===== src/rtl/pipe_pkg.sv =====
// Shared definitions for pipeline stage registers: occupancy states, reset PC
// and the ID/EX decoded-control field set with pack/unpack helpers.
package pipe_pkg;

    typedef enum logic [1:0] {
        EMPTY = 2'd0,
        ONE   = 2'd1,
        FULL  = 2'd2
    } pipe_state_e;

    localparam logic [63:0] PC_RST_DEFAULT = 64'h8000_0000;

    // Field set carried across the ID/EX boundary; padded to a 256-bit payload.
    typedef struct packed {
        logic [38:0] rsvd;
        logic        branch;
        logic        jump;
        logic        reg_wen;
        logic [4:0]  waddr;
        logic [63:0] rs1_data;
        logic [63:0] rs2_data;
        logic [63:0] imm;
        logic [4:0]  alu_op;
        logic [1:0]  alu_src;
        logic [7:0]  wmask;
        logic        load_signed;
        logic        load_unsigned;
    } id_ex_payload_t;

    localparam int ID_EX_PAYLOAD_W = $bits(id_ex_payload_t);

    function automatic logic [ID_EX_PAYLOAD_W-1:0] pack_id_ex(input id_ex_payload_t f);
        id_ex_payload_t t;
        t      = f;
        t.rsvd = '0;
        return t;
    endfunction

    function automatic id_ex_payload_t unpack_id_ex(input logic [ID_EX_PAYLOAD_W-1:0] v);
        return id_ex_payload_t'(v);
    endfunction

endpackage


===== src/rtl/sat_counter.sv =====
// Saturating up-counter with synchronous clear; clear wins over increment.
module sat_counter #(
    parameter int W = 32
) (
    input  logic         clk,
    input  logic         rst,
    input  logic         inc_i,
    input  logic         clr_i,
    output logic [W-1:0] cnt_o
);

    logic [W-1:0] r_cnt;

    // NOTE: sequential state is always assigned with <= so every flop samples pre-edge values.
    always_ff @(posedge clk or posedge rst) begin
        if (rst) begin
            r_cnt <= '0;
        end else if (clr_i) begin
            r_cnt <= '0;
        end else if (inc_i && (r_cnt != {W{1'b1}})) begin
            r_cnt <= r_cnt + W'(1);
        end
    end

    assign cnt_o = r_cnt;

endmodule


===== src/rtl/id_ex_pipe_stage.sv =====
// ID/EX stage register with valid/ready handshake, flush, optional two-entry
// skid buffer (registered ready) and saturating stall/bubble counters.
module id_ex_pipe_stage
    import pipe_pkg::*;
#(
    parameter int              PC_W      = 64,
    parameter int              PAYLOAD_W = 256,
    parameter logic [PC_W-1:0] PC_RST    = PC_W'(PC_RST_DEFAULT),
    parameter int              SKID      = 1,
    parameter int              CNT_W     = 32
) (
    input  logic                 clk,
    input  logic                 rst,
    input  logic                 flush_i,
    input  logic                 in_valid_i,
    output logic                 in_ready_o,
    input  logic [PC_W-1:0]      in_pc_i,
    input  logic [PAYLOAD_W-1:0] in_payload_i,
    output logic                 out_valid_o,
    input  logic                 out_ready_i,
    output logic [PC_W-1:0]      out_pc_o,
    output logic [PAYLOAD_W-1:0] out_payload_o,
    input  logic                 cnt_clr_i,
    output logic [CNT_W-1:0]     stall_cnt_o,
    output logic [CNT_W-1:0]     bubble_cnt_o
);

    logic w_out_valid;
    logic w_in_ready;

    if (SKID != 0) begin : g_skid
        pipe_state_e          r_state;
        pipe_state_e          w_state_nxt;
        logic                 r_in_ready;
        logic [PC_W-1:0]      r_m_pc;
        logic [PC_W-1:0]      r_s_pc;
        logic [PAYLOAD_W-1:0] r_m_pl;
        logic [PAYLOAD_W-1:0] r_s_pl;
        logic                 w_in_fire;
        logic                 w_out_fire;
        logic                 w_ld_m_in;
        logic                 w_ld_m_s;
        logic                 w_ld_s;

        assign w_in_fire  = in_valid_i & r_in_ready;
        assign w_out_fire = (r_state != EMPTY) & out_ready_i;

        // NOTE: every always_comb output gets a default first, so no path can infer a latch.
        always_comb begin
            w_state_nxt = r_state;
            w_ld_m_in   = 1'b0;
            w_ld_m_s    = 1'b0;
            w_ld_s      = 1'b0;
            unique case (r_state)
                EMPTY: begin
                    if (w_in_fire) begin
                        w_ld_m_in   = 1'b1;
                        w_state_nxt = ONE;
                    end
                end
                ONE: begin
                    if (w_in_fire && w_out_fire) begin
                        w_ld_m_in = 1'b1;
                    end else if (w_in_fire) begin
                        w_ld_s      = 1'b1;
                        w_state_nxt = FULL;
                    end else if (w_out_fire) begin
                        w_state_nxt = EMPTY;
                    end
                end
                FULL: begin
                    if (w_out_fire) begin
                        w_ld_m_s    = 1'b1;
                        w_state_nxt = ONE;
                    end
                end
                default: w_state_nxt = EMPTY;
            endcase
            // Redirect discards everything in flight; data registers simply hold.
            if (flush_i) begin
                w_state_nxt = EMPTY;
                w_ld_m_in   = 1'b0;
                w_ld_m_s    = 1'b0;
                w_ld_s      = 1'b0;
            end
        end

        always_ff @(posedge clk or posedge rst) begin
            if (rst) begin
                r_state    <= EMPTY;
                r_in_ready <= 1'b1;
            end else begin
                r_state    <= w_state_nxt;
                r_in_ready <= (w_state_nxt != FULL);
            end
        end

        // NOTE: the wide data registers are reset only because a defined post-reset PC is visible.
        always_ff @(posedge clk or posedge rst) begin
            if (rst) begin
                r_m_pc <= PC_RST;
                r_m_pl <= '0;
                r_s_pc <= '0;
                r_s_pl <= '0;
            end else begin
                if (w_ld_m_in) begin
                    r_m_pc <= in_pc_i;
                    r_m_pl <= in_payload_i;
                end else if (w_ld_m_s) begin
                    r_m_pc <= r_s_pc;
                    r_m_pl <= r_s_pl;
                end
                if (w_ld_s) begin
                    r_s_pc <= in_pc_i;
                    r_s_pl <= in_payload_i;
                end
            end
        end

        assign w_out_valid   = (r_state != EMPTY);
        assign w_in_ready    = r_in_ready;
        assign out_pc_o      = r_m_pc;
        assign out_payload_o = r_m_pl;
    end else begin : g_single
        logic                 r_valid;
        logic [PC_W-1:0]      r_m_pc;
        logic [PAYLOAD_W-1:0] r_m_pl;
        logic                 w_in_fire;
        logic                 w_out_fire;

        assign w_in_ready = ~r_valid | out_ready_i;
        assign w_in_fire  = in_valid_i & w_in_ready;
        assign w_out_fire = r_valid & out_ready_i;

        always_ff @(posedge clk or posedge rst) begin
            if (rst) begin
                r_valid <= 1'b0;
                r_m_pc  <= PC_RST;
                r_m_pl  <= '0;
            end else if (flush_i) begin
                r_valid <= 1'b0;
            end else begin
                if (w_in_fire) begin
                    r_valid <= 1'b1;
                    r_m_pc  <= in_pc_i;
                    r_m_pl  <= in_payload_i;
                end else if (w_out_fire) begin
                    r_valid <= 1'b0;
                end
            end
        end

        assign w_out_valid   = r_valid;
        assign out_pc_o      = r_m_pc;
        assign out_payload_o = r_m_pl;
    end

    assign out_valid_o = w_out_valid;
    assign in_ready_o  = w_in_ready;

    sat_counter #(.W(CNT_W)) u_stall_cnt (
        .clk   (clk),
        .rst   (rst),
        .inc_i (w_out_valid & ~out_ready_i),
        .clr_i (cnt_clr_i),
        .cnt_o (stall_cnt_o)
    );

    sat_counter #(.W(CNT_W)) u_bubble_cnt (
        .clk   (clk),
        .rst   (rst),
        .inc_i (~w_out_valid),
        .clr_i (cnt_clr_i),
        .cnt_o (bubble_cnt_o)
    );

endmodule


===== config.mk =====
export PLATFORM = sky130hd
export DESIGN_NAME = id_ex_pipe_stage
export DESIGN_NICKNAME = d
export VERILOG_FILES = /design/src/rtl/pipe_pkg.sv /design/src/rtl/sat_counter.sv /design/src/rtl/id_ex_pipe_stage.sv
export SDC_FILE = /design/constraint.sdc
export NUM_CORES = 1
export LEC_CHECK = 0
export BUFFER_PORTS_ARGS = -buffer_cell sky130_fd_sc_hd__buf_2
export CORE_AREA = 10 10 266 268
export DETAILED_ROUTE_END_ITERATION = 8
export DIE_AREA = 0 0 276 278
export MAX_ROUTING_LAYER = met4
export PLACE_DENSITY = 0.76
export SETUP_SLACK_MARGIN = 0.5
export SYNTH_ARGS = -nofsm -noshare
export SYNTH_HDL_FRONTEND = slang
export SYNTH_SLANG_ARGS = --single-unit

===== constraint.sdc =====
create_clock -name clk -period 24 [get_ports clk]
set_clock_uncertainty 0.2 [all_clocks]
set_input_delay 1.2 -clock clk [delete_from_list [all_inputs] [get_ports clk]]
set_output_delay 1.2 -clock clk [all_outputs]
set_load 0.02 [all_outputs]

# [Yosys cells after proc, flatten, opt, wreduce, memory -nomap -nowiden]
# Cells that the tools add are included.
[totals] register_bits=707 in_bits=326
[classes] n_addsub=2 n_eq_ne=5 mux=25 n_bitwise=5 n_reduce_logical=8
[ops] cell="2-to-1 mux 256 bit" n=2
[ops] cell="2-to-1 mux 32 bit" n=4
[ops] cell="2-to-1 mux 64 bit" n=2
[ops] cell="adder 32 x 1 -> 32 bit, second input constant" n=2
[ops] cell="inequality test 32 bit, second input constant" n=2
[ops] cell="2-to-1 mux 2 bit" n=6
[ops] cell="2-to-1 mux 1 bit" n=9
[ops] cell="nonzero test 2 bit" n=4
[ops] cell="case mux 2 bit (3 select lines)" n=1
[ops] cell="AND 1 bit" n=3
[ops] cell="logical AND 1 bit" n=3
[ops] cell="== test 2 x 1 -> 1 bit, second input constant" n=1
[ops] cell="== test 2 bit, second input constant" n=1
[ops] cell="logical NOT 2 bit" n=1
[ops] cell="inequality test 2 bit, second input constant" n=1
[ops] cell="inverter 1 bit" n=2
[ops] cell="case mux 1 bit (2 select lines)" n=1

# [Logic depth before layout (Yosys ltp)]
# Gate-level depths: netlist of run 1.
[logic_depth] depth_word=8 mapped_depth=8 ltp_nobuf=6

# [By module]
# A second synthesis of run 1 with hierarchy kept.
[unflattened] hier_cells=2476 hier_area_um2=30296.6
[by_module_without_submodules] mod="id_ex_pipe_stage" instances=1 cells_each=2086 area_each_um2=26643.1 seq_area_each_um2=16092.9
[by_module_without_submodules] mod="sat_counter" instances=2 cells_each=195 area_each_um2=1826.8 seq_area_each_um2=800.8

# [Worst setup path after synthesis of run 1]
# OpenSTA, ideal clock, no wires.
[synth_timing] kind="input-to-reg" start="input port out_ready_i" end="register u_stall_cnt.r_cnt[28], in the netlist u_stall_cnt.cnt_o[28]" setup_time_ps=128 t_arrival_ps=2581 required_ps=23672 slack_ps=21091 path_stages=5 n_path_buf=0 cell_sequence="o21bai_1 nor3_1 nand2_1 nor4_1 mux2_1"
[synth_between] elab_chain_cells=4
[synth_lines] item="from (decl)" line="id_ex_pipe_stage.sv:20" rtl="input logic out_ready_i,"
[synth_lines] item="inverter 1 bit" line="id_ex_pipe_stage.sv:164" rtl=".inc_i (w_out_valid & ~out_ready_i),"
[synth_lines] item="AND 1 bit" line="id_ex_pipe_stage.sv:164"
[synth_lines] item="logical AND 1 bit" line="sat_counter.sv:20" rtl="end else if (inc_i && (r_cnt != {W{1'b1}})) begin"
[synth_lines] item="nonzero test 2 bit (no line)"
[synth_lines] item="to (signal assigned)" line="sat_counter.sv:21" rtl="r_cnt <= r_cnt + W'(1);"
[synth_lines] item="to (decl)" line="sat_counter.sv:12" rtl="logic [W-1:0] r_cnt;"
# Every way passes these cells.
# A chain may end at the register's enable or synchronous reset.

# [Final worst setup path of run 1]
[layout_timing] start="input port out_ready_i" end="register g_skid.r_m_pl[136], in the netlist out_payload_o[136]"
[layout_between] elab_chain_cells=6 word_cells_on_any_way=10 cone_classes="mux: 7; bitwise: 1; reduce/logical: 2"
[layout_lines] item="AND 1 bit (*)" line="id_ex_pipe_stage.sv:46" rtl="assign w_out_fire = (r_state != EMPTY) & out_ready_i;"
[layout_lines] item="logical AND 1 bit" line="id_ex_pipe_stage.sv:62" rtl="if (w_in_fire && w_out_fire) begin"
[layout_lines] item="2-to-1 mux 1 bit" line="id_ex_pipe_stage.sv:62"
[layout_lines] item="case mux 1 bit (2 select lines)" line="id_ex_pipe_stage.sv:54" rtl="unique case (r_state)"
[layout_lines] item="2-to-1 mux 1 bit" line="id_ex_pipe_stage.sv:80" rtl="if (flush_i) begin"
[layout_lines] item="2-to-1 mux 256 bit / nonzero test 2 bit (equally long branches)"
[layout_lines] item="to (signal assigned)" line="id_ex_pipe_stage.sv:108" rtl="r_m_pl <= in_payload_i;"
[layout_lines] item="to (signal assigned)" line="id_ex_pipe_stage.sv:111" rtl="r_m_pl <= r_s_pl;"
[layout_lines] item="to (decl)" line="id_ex_pipe_stage.sv:37" rtl="logic [PAYLOAD_W-1:0] r_m_pl;"
# Mark *: on every way between the ends. The rest lies on a longest branch, timed or not.

==> results of run 1 <==
-- worst max-delay path by stage --
stage / from / endpoint / cells after the start
2_1_floorplan: rst / g_skid.r_s_pc[0] / 1
3_3_place_gp: rst / out_pc_o[46] / 5
3_5_place_dp: out_ready_i / out_payload_o[148] / 9
4_1_cts: out_ready_i / out_payload_o[189] / 9
5_1_grt: out_ready_i / out_payload_o[136] / 9
6_report: out_ready_i / out_payload_o[136] / 9
-- per-layer routing --
metal / global-route usage (%) / wire length, µm / part of all wire (%) / vias to the layer above
met5: - / 0 / 0 / -
met4: 10.57 / 3754 / 4.4 / 0
met3: 4.732 / 5659 / 6.7 / 189
met2: 35.72 / 42760 / 50 / 838
met1: 25.36 / 32870 / 39 / 11130
li1: - / - / - / 10030
-- cell type report --
type	count	area, µm²	share of cell area (%)
inverters	13	56.30	0.1585
flip-flops and latches	707	17690	49.82
well taps	864	1081	3.044
clock buffers	107	2178	6.134
diodes	26	65.06	0.1832
multi-input cells	1594	10370	29.21
repair buffers	735	3764	10.60
clock inverters	27	302.8	0.8526
-- worst max-delay path, stage by stage --
cell and delay [ns]:
buf_2 0.14, nor2b_1 0.23, nor4_2 0.08, buf_4 0.37, nor2_4 0.78, buf_4 0.85
buf_4 0.82, nand2_1 0.16, nand2_1 0.11
-- metrics by stage --
step	setup slack [ns]	power (mW)	instances	cell area (µm²)	util, %
after global routing	19.18	3.544	4073	35520	54.31
after floorplan	2.775	1.994	2471	28700	-
after CTS	19.53	3.417	4047	35450	54.21
after global placement	18.97	2.219	3913	32970	50.42
final	19.45	3.386	4073	35520	54.31
after detailed placement	18.89	2.247	3913	32970	50.42
-- report_power, final --
part | leakage, nW | internal, mW | switching (mW)
clock network | 1.22 | 0.671 | 0.486
registers | 8.83 | 1.46 | 0.149
logic | 7.78 | 0.260 | 0.363
total | 17.8 | 2.39 | 0.997
-- flip-flops by register name, summed over array words and instances, names as in the netlist --
signal and count:
g_skid.r_s_pc 64, g_skid.r_s_pl 256, g_skid.r_state 2, in_ready_o 1
out_payload_o 256, out_pc_o 64, u_bubble_cnt.cnt_o 32, u_stall_cnt.cnt_o 32
-- synth_stat cells, types with 8 or more instances --
library cell	instances	area share [%]
dfrtp_1	705	61
nand2_1	669	8.8
a22oi_1	320	8.4
mux2_2	320	13
clkbuf_1	147	1.9
a21oi_1	39	0.68
or3_1	36	0.78
nor2_1	27	0.35
o21ai_0	22	0.38
nand4_1	19	0.41
nand3_1	15	0.26
inv_1	12	0.16
o21ai_1	12	0.21
or4_1	11	0.29
o31ai_1	9	0.24
a21oi_2	8	0.24
-- cell families (layout without fill, tap and decap cells) --
family	count (synthesis)	after routing	share of synthesized area, %
and+or+nand+nor	824	824	12.04
xor gates and xnor gates	13	13	0.3967
AOI/OAI and AO/OA	431	431	10.80
adders and majority gates	2	2	0.08718
DFF	707	707	61.66
buffers and inverters	170	882	2.315
muxes	324	324	12.70
other	0	26	0
==> results_dict.tcl, run 1 <==
set metrics [dict create \
    status "complete, no violations" \
    fin_nets 3454 \
    rsz0062_at_grt "no" \
    start_util_pct 43.89 \
    slew_viol_final 0 \
    tightest_slew_ns 1.191 \
    vias 22190 \
    io_buffers 711 \
    drive_gt1_share_pct 37.73 \
    cp-start-kind "input port" \
    die_h_um 278 \
    drc 0 \
    required_ns 24.35 \
    wl_um 85040 \
    holdPathStages 2 \
    grt_max_degree 180 \
    syn_inst 2471 \
    rows 94 \
    worst_hold_slack_ns 0.2659 \
    async_reset_ff_share_pct 100.0 \
    maxCapViolations 0 \
    worst-setup-path-type "in2reg" \
    layout_commonest_cell "buf_2" \
    synth_cell_types 55 \
    yosysSeqAreaShare_pct 61.66 \
    grt_pass1_wl_um 131900 \
    cts_buffer_depth 3 \
    hold_viol_final 0 \
    crit_fanout 87 \
    worstRegToRegCells 8 \
    finalCritPeriodShare_pct 18.97 \
    p_leak_nw 17.83 \
    dieArea_mm2 0.07673 \
    num_io_pins 712 \
    power_density_mw_per_mm2 95.33 \
    grt_usage_pct 21.83 \
    h-tree-depth 3 \
    reg2reg_slack_ns 19.63 \
    final_cell_mix "buf_2, dfrtp_1, nand2_1" \
    cts_root_buf "clkbuf_16" \
    synthesis.nets 2799 \
    clk_latency_ns 0.62 \
    clkTransAtPathRegs_ns 0.06 \
    avgSynthCellArea_um2 11.61 \
    area_growth_pct 23.75 \
    ys.warnings.count 0 \
    hp-start "out_pc_o[31]" \
    viasPerCell 5.448 \
    vdd_drop_max_uv 71.42 \
    worst_r2r_endpoint "out_payload_o[136]" \
    grt_pass1_vias 22690 \
    cts_resized 0 \
    max_slew_margin_pct 20.27 \
    fill_cells 5511 \
    max_freq_ghz 0.2196 \
    cts_tree "done" \
    drt-initial-drc-count 1877 \
    critPathArrivalTime_ns 4.90 \
    ys_ff_latch 707 \
    hpwl_um 57960 \
    ant_nets 0 \
    cts_setup_buffers 0 \
    syn_area_mm2 0.02870 \
    core_mm2 0.06539 \
    hold_buffers 0 \
    overflow 0 \
    synth_edf_count 0 \
    place.gp.congestion 0.8681 \
    finalCriticalPeriod_ns 4.553 \
    hold_path_class "reg2reg" \
    clock_sinks 707 \
    antenna_found_initial 27 \
    firstDrtPassIters 5 \
    r2r_start "g_skid.r_state[0]" \
    min_to "out_pc_o[31]" \
    die_w_um 276 \
    crit_path_end_kind "flip-flop" \
    setup_tns_ns 0 \
    routedWlPerCell_um 20.88 \
    yosys_most_used_dff "dfrtp_1" \
    setup_viol 0 \
    cts_inserted_buffers 75 \
]
No activity file was read; power rests on OpenSTA's default activity.
==> run 2: changes to the inputs <==
- ABC_AREA: unset -> 1
- CORE_AREA: 10 10 266 268 -> 10 10 269 271
- DIE_AREA: 0 0 276 278 -> 0 0 279 281
- PLACE_DENSITY: 0.76 -> 0.81
- clock period: 24 -> 4.1 ns (I/O delays scaled with it)
==> run 2 against run 1 <==
Against the previous run: cell count rose by 32%; utilization rose by 6.9 points; count of clock-buffer cells in the layout rose by 6; cell area rose by 15%; sequential cell count did not move; sequential share of layout area fell by 6.5 points; routed wire length rose by 32%; synthesized area rose by 7.0%.
==> results_dict.tcl, run 2 <==
set metrics [dict create \
    p_leak_nw 20.38 \
    cp_common_cell "nor2_1" \
    hold_path_class "in2async" \
    hpwl_um 67370 \
    area_growth_pct 33.08 \
    die_h_um 281 \
    utilization_pct 61.17 \
    grt_usage_pct 28.30 \
    place.gp.congestion 0.9267 \
    async_reset_ff_share_pct 100.0 \
    viasPerCell 5.653 \
    cts_resized 0 \
    io_buffers 711 \
    avgSynthCellArea_um2 8.787 \
    p_seq_share_pct 45.1 \
    wl_um 112300 \
    cts_inserted_buffers 75 \
    cts_tree "done" \
    ant_nets 0 \
    vias 30370 \
    ys.warnings.count 0 \
    die_w_um 279 \
    tightest_slew_ns 1.189 \
    rows 95 \
    cts_setup_buffers 0 \
    layout_commonest_cell "nand2_1" \
    cp_num_buf_inv 2 \
    cp_top_family "simple AND/OR/NAND/NOR gates" \
    cp.depth 7 \
    worstRegToRegCells 7 \
    regArea_mm2 0.01769 \
    clock_sinks 707 \
    yosys-top-cells-count "nand2_1, dfrtp_1, inv_1" \
    core_mm2 0.06680 \
    cts_buffer_depth 3 \
    p_clk_share_pct 32.0 \
    finalCriticalPeriod_ns 3.345 \
    finalCritPeriodShare_pct 81.59 \
    clkTransAtPathRegs_ns 0.07 \
    p_switching_mw 7.351 \
    worst_r2r_endpoint "g_skid.r_s_pl[129]" \
    num_io_pins 712 \
    required_ns 4.35 \
    cp_slowest_cell "nand3_4" \
    routedWlPerCell_um 20.90 \
    reg2reg_slack_ns 0.75 \
    power_mw 21.91 \
    design_area_mm2 0.04086 \
    maxCapViolations 0 \
    antenna_found_initial 12 \
    status "complete, no violations" \
    hold_viol_final 0 \
    ys_ff_latch 707 \
    vdd_drop_max_uv 458.5 \
    drive_gt1_share_pct 20.41 \
    r2r_start "in_ready_o" \
    grt_pass1_wl_um 172200 \
    dpl_cell_area_mm2 0.03500 \
    max_slew_margin_pct 20.71 \
    cts_root_buf "clkbuf_16" \
    synth_top_area_cell "dfrtp_1" \
    fill_cells 4945 \
    fin_nets 4758 \
    p_int_mw 14.55 \
    yosysSeqAreaShare_pct 57.63 \
    slew_viol_final 0 \
    synthesis.nets 3822 \
    setup_viol 0 \
    grt_pass1_vias 30390 \
    clk_latency_ns 0.63 \
    synth_top_area_share_pct 57.46 \
    grt_max_degree 196 \
    cp-start-kind "flip-flop" \
    drc 0 \
    power_density_mw_per_mm2 536.1 \
    crit_chain "nand2_1 > nor2_1 > inv_1 > nor2_1 > nand3_4 > buf_12 > o21ai_0" \
    overflow 0 \
    start_util_pct 45.96 \
    syn_inst 3494 \
    crit_path_end_kind "flip-flop" \
    synth_cell_types 30 \
    syn_area_mm2 0.03070 \
    synth_edf_count 0 \
    layout.cells.non_filler 5372 \
    multiInputGateArea_mm2 0.01062 \
    worst-setup-path-type "reg2reg" \
    power_frac_comb_pct 22.9 \
    drt-initial-drc-count 3613 \
    synth_area_leaders "dfrtp_1, nand2_1, o211ai_1" \
    max_freq_ghz 0.2990 \
    dp_cells 4900 \
    crit_fanout 143 \
    p_sw_share_pct 33.56 \
    yosys_most_used_dff "dfrtp_1" \
    yosysMostFrequentCell "nand2_1" \
    dieArea_mm2 0.07840 \
    final_cell_mix "nand2_1, buf_2, dfrtp_1" \
    h-tree-depth 3 \
    firstDrtPassIters 6 \
    critPathArrivalTime_ns 3.60 \
    slowest_delay_ns 0.62 \
    rsz0062_at_grt "no" \
]
-- run 2: how the worst max path moves through the flow --
stage,end,slack (ns),startpoint
floorplan,g_skid.r_s_pc[0],-5.98,rst
global placement,g_skid.r_s_pl[95],1.31,in_ready_o
detailed placement,g_skid.r_s_pl[95],1.22,in_ready_o
CTS,g_skid.r_s_pl[124],1.13,in_ready_o
global route,g_skid.r_s_pl[129],0.66,in_ready_o
finish,g_skid.r_s_pl[129],0.75,in_ready_o
-- run 2: layout make-up --
cell class / count / area share [%]
Antenna cell: 11 / 0.06737
Clock buffer: 113 / 5.481
Clock inverter: 22 / 0.8023
Inverter: 377 / 3.494
Multi-Input combinational cell: 2184 / 25.99
Sequential cell: 707 / 43.31
Tap cell: 873 / 2.673
Timing Repair Buffer: 1085 / 18.19
-- run 2: worst reg2reg max path, delay by kind of cell, from the launching register on --
family / cells / cell delay (ns)
AND/OR/NAND/NOR: 4 / 1.20
AO/OA/AOI/OAI: 1 / 0.69
buffers and inverters: 2 / 0.55
flip-flops: 1 / 0.54
-- run 2: power groups by stage --
stage / Combinational, mW / Clock, mW / Sequential [mW]
floorplan: 1.89 / 0 / 10.6
global placement: 4.36 / 0 / 9.75
detailed placement: 4.52 / 0 / 9.80
CTS: 4.80 / 7.03 / 9.73
global route: 5.44 / 7.40 / 10.0
finish: 5.01 / 7.02 / 9.87
-- run 2: what timing repair did --
action	4_1_cts	5_1_grt
hold buffers	326	0
endpoints found under the setup margin	0	0
hold endpoints to repair	691	0
-- run 2: logic make-up after synthesis --
kind of cell / after synthesis / share of synthesized area [%]
and+or+nand+nor: 1516 / 20.68
DFF: 707 / 57.63
AOI/OAI and AO/OA: 650 / 13.25
buffers and inverters: 603 / 7.894
xor gates and xnor gates: 16 / 0.4565
adders and majority gates: 2 / 0.08149
-- run 2: layer usage --
metal  vias to the layer above  GRT usage [%]  wire, µm
li1                      13380              -         -
met1                     14420          31.77     39690
met2                      2021          43.77     52970
met3                       540          7.414     10990
met4                         0          20.21      8644
met5                         -              -         0
-- run 2: metrics by stage --
stage               hold WS (ns)  setup slack, ns  TNS [ns]
finish                   0.09082           0.7550         0
global route             0.09252           0.6569         0
CTS                      0.06179            1.130         0
detailed placement        0.1855            1.216         0
global placement          0.1807            1.305         0
floorplan                0.08875           -5.983  -4224.67
==> run 3: changes to the inputs <==
- clock period: 4.1 -> 2.9 ns (I/O delays scaled with it)
==> run 3 against run 2 <==
Against the previous run: sequential power rose by 43%; non-clock buffer count rose by 43; routed wire length rose by 5.9%; count of clock-buffer cells in the layout fell by 9; largest power group unchanged; critical path depth rose by 3; via count rose by 2.1%.
==> results_dict.tcl, run 3 (synthesized netlist as in run 2, its figures left out) <==
set metrics [dict create \
    critPathArrivalTime_ns 2.84 \
    p_seq_share_pct 45.2 \
    cp-start-kind "flip-flop" \
    routedWlPerCell_um 21.94 \
    rsz0062_at_grt "yes" \
    slew_viol_final 0 \
    cts_tree "done" \
    overflow 0 \
    p_clk_share_pct 31.5 \
    grt_max_degree 146 \
    setup_viol 0 \
    worst-setup-path-type "reg2reg" \
    cp_common_cell "buf_12" \
    max_slew_margin_pct 44.01 \
    max_freq_ghz 0.4008 \
    power_density_mw_per_mm2 750.7 \
    vdd_drop_max_uv 548.5 \
    tightest_slew_ns 0.8398 \
    clk_latency_ns 0.63 \
    antenna_found_initial 16 \
    ant_nets 0 \
    firstDrtPassIters 8 \
    num_io_pins 712 \
    crit_path_end_kind "flip-flop" \
    clkTransAtPathRegs_ns 0.07 \
    drive_gt1_share_pct 21.35 \
    crit_start "g_skid.r_state[0]" \
    grt_usage_pct 29.73 \
    layout_commonest_cell "nand2_1" \
    place.gp.congestion 0.9366 \
    dpl_cell_area_mm2 0.03531 \
    hpwl_um 69150 \
    crit_fanout 32 \
    h-tree-depth 3 \
    holdPathStages 6 \
    p_sw_share_pct 34.20 \
    rows 95 \
    finalCritPeriodShare_pct 86.03 \
    p_leak_nw 20.70 \
    grt_pass1_wl_um 179800 \
    viasPerCell 5.719 \
    grt_pass1_vias 31300 \
    finalCriticalPeriod_ns 2.495 \
    hold_viol_final 0 \
    required_ns 3.24 \
    power_frac_comb_pct 23.3 \
    wl_um 119000 \
    vias 31010 \
    r2r_start "g_skid.r_state[0]" \
    crit_chain "nor2_4 > inv_2 > nand2_1 > nand2_4 > nand2_8 > buf_12 > buf_12 > buf_12 > nand3_1 > o211ai_1" \
    cp_slowest_cell "dfrtp_2" \
    slowest_delay_ns 0.48 \
    final_cell_mix "nand2_1, buf_2, dfrtp_1" \
    fin_nets 4801 \
    status "complete, no violations" \
    die_w_um 279 \
    p_switching_mw 10.65 \
    cts_root_buf "clkbuf_16" \
    worstRegToRegCells 10 \
    dieArea_mm2 0.07840 \
    maxCapViolations 0 \
    setup_tns_ns 0 \
    hold_path_class "in2reg" \
    area_growth_pct 35.12 \
    core_mm2 0.06680 \
    cts_inserted_buffers 74 \
    p_int_mw 20.49 \
    io_buffers 711 \
    design_area_mm2 0.04148 \
    die_h_um 281 \
    drt-initial-drc-count 4010 \
    cts_buffer_depth 3 \
    start_util_pct 45.96 \
    hp-start "flush_i" \
    clock_sinks 707 \
    drc 0 \
]
[run 3: cell types whose count changed in the layout (fill, tap and decap cells not counted), sizes merged]
cell / change
clkbuf: -6
inv: +2
clkinv: +5
nand2: +1
buf: +39
dlygate4sd3: +1
diode: +8
[run 3: worst max-delay path: cells and delay by family (launching register included)]
kind                   cells  cell delay (ns)
AND/OR/NAND/NOR            5             0.83
buffers and inverters      4             0.65
flip-flops                 1             0.48
AO/OA/AOI/OAI              1             0.23
[run 3: area by class of cell]
| cell class | count | area, µm² |
|---|---|---|
| clock inverters | 29 | 365.4 |
| well taps | 873 | 1092 |
| fillers | 4809 | 25320 |
| repair buffers | 1128 | 8023 |
| multi-input cells | 2185 | 10680 |
| flip-flops and latches | 707 | 17700 |
| clock buffers | 104 | 2135 |
| inverters | 377 | 1446 |
| diodes | 19 | 47.55 |
[run 3: metal layers]
layer | wire length, µm | track usage [%] | up-vias
met2 | 55810 | 45.86 | 2280
met1 | 41400 | 33.00 | 14560
met3 | 12800 | 9.438 | 670
li1 | - | - | 13500
met5 | 0 | - | -
met4 | 8962 | 19.73 | 0
[run 3: final timing paths]
kind / slack, ns / endpoint
max: 0.41 / out_payload_o[36]
max reg2reg: 0.41 / out_payload_o[36]
min reg2reg: 0.28 / out_payload_o[156]
min: 0.09 / out_payload_o[89]
min in group asynchronous: 0.49 / out_payload_o[198]
max in group asynchronous: 0.90 / g_skid.r_s_pl[5]
[run 3: power by group through the flow]
| stage | registers [mW] | clock network [mW] | logic (mW) |
|---|---|---|---|
| after global routing | 14.3 | 10.4 | 7.86 |
| after global placement | 13.8 | 0 | 6.19 |
| after CTS | 13.8 | 9.83 | 6.80 |
| after floorplan | 15.0 | 0 | 2.67 |
| after detailed placement | 13.9 | 0 | 6.42 |
| final | 14.1 | 9.82 | 7.25 |
[run 3: repair_timing]
action	CTS	global route
setup buffers	0	13
pin swaps	1	3
endpoints found under the hold margin	1360	0
setup endpoints to repair	291	477
hold buffers	327	0
gates resized for setup	6	30
gates cloned	0	5
[run 3: through the flow]
step / util [%] / std cells / worst slack, ns / hold slack [ns] / power, mW
floorplan: - / 3494 / -7.123 / 0.02875 / 17.64
global placement: 52.86 / 4925 / 0.3890 / -0.05403 / 20.04
detailed placement: 52.86 / 4925 / 0.3741 / -0.06040 / 20.33
CTS: 61.55 / 5385 / 0.3875 / 0.04652 / 30.43
global route: 62.10 / 5421 / 0.3486 / 0.07164 / 32.51
finish: 62.10 / 5422 / 0.4050 / 0.09203 / 31.14
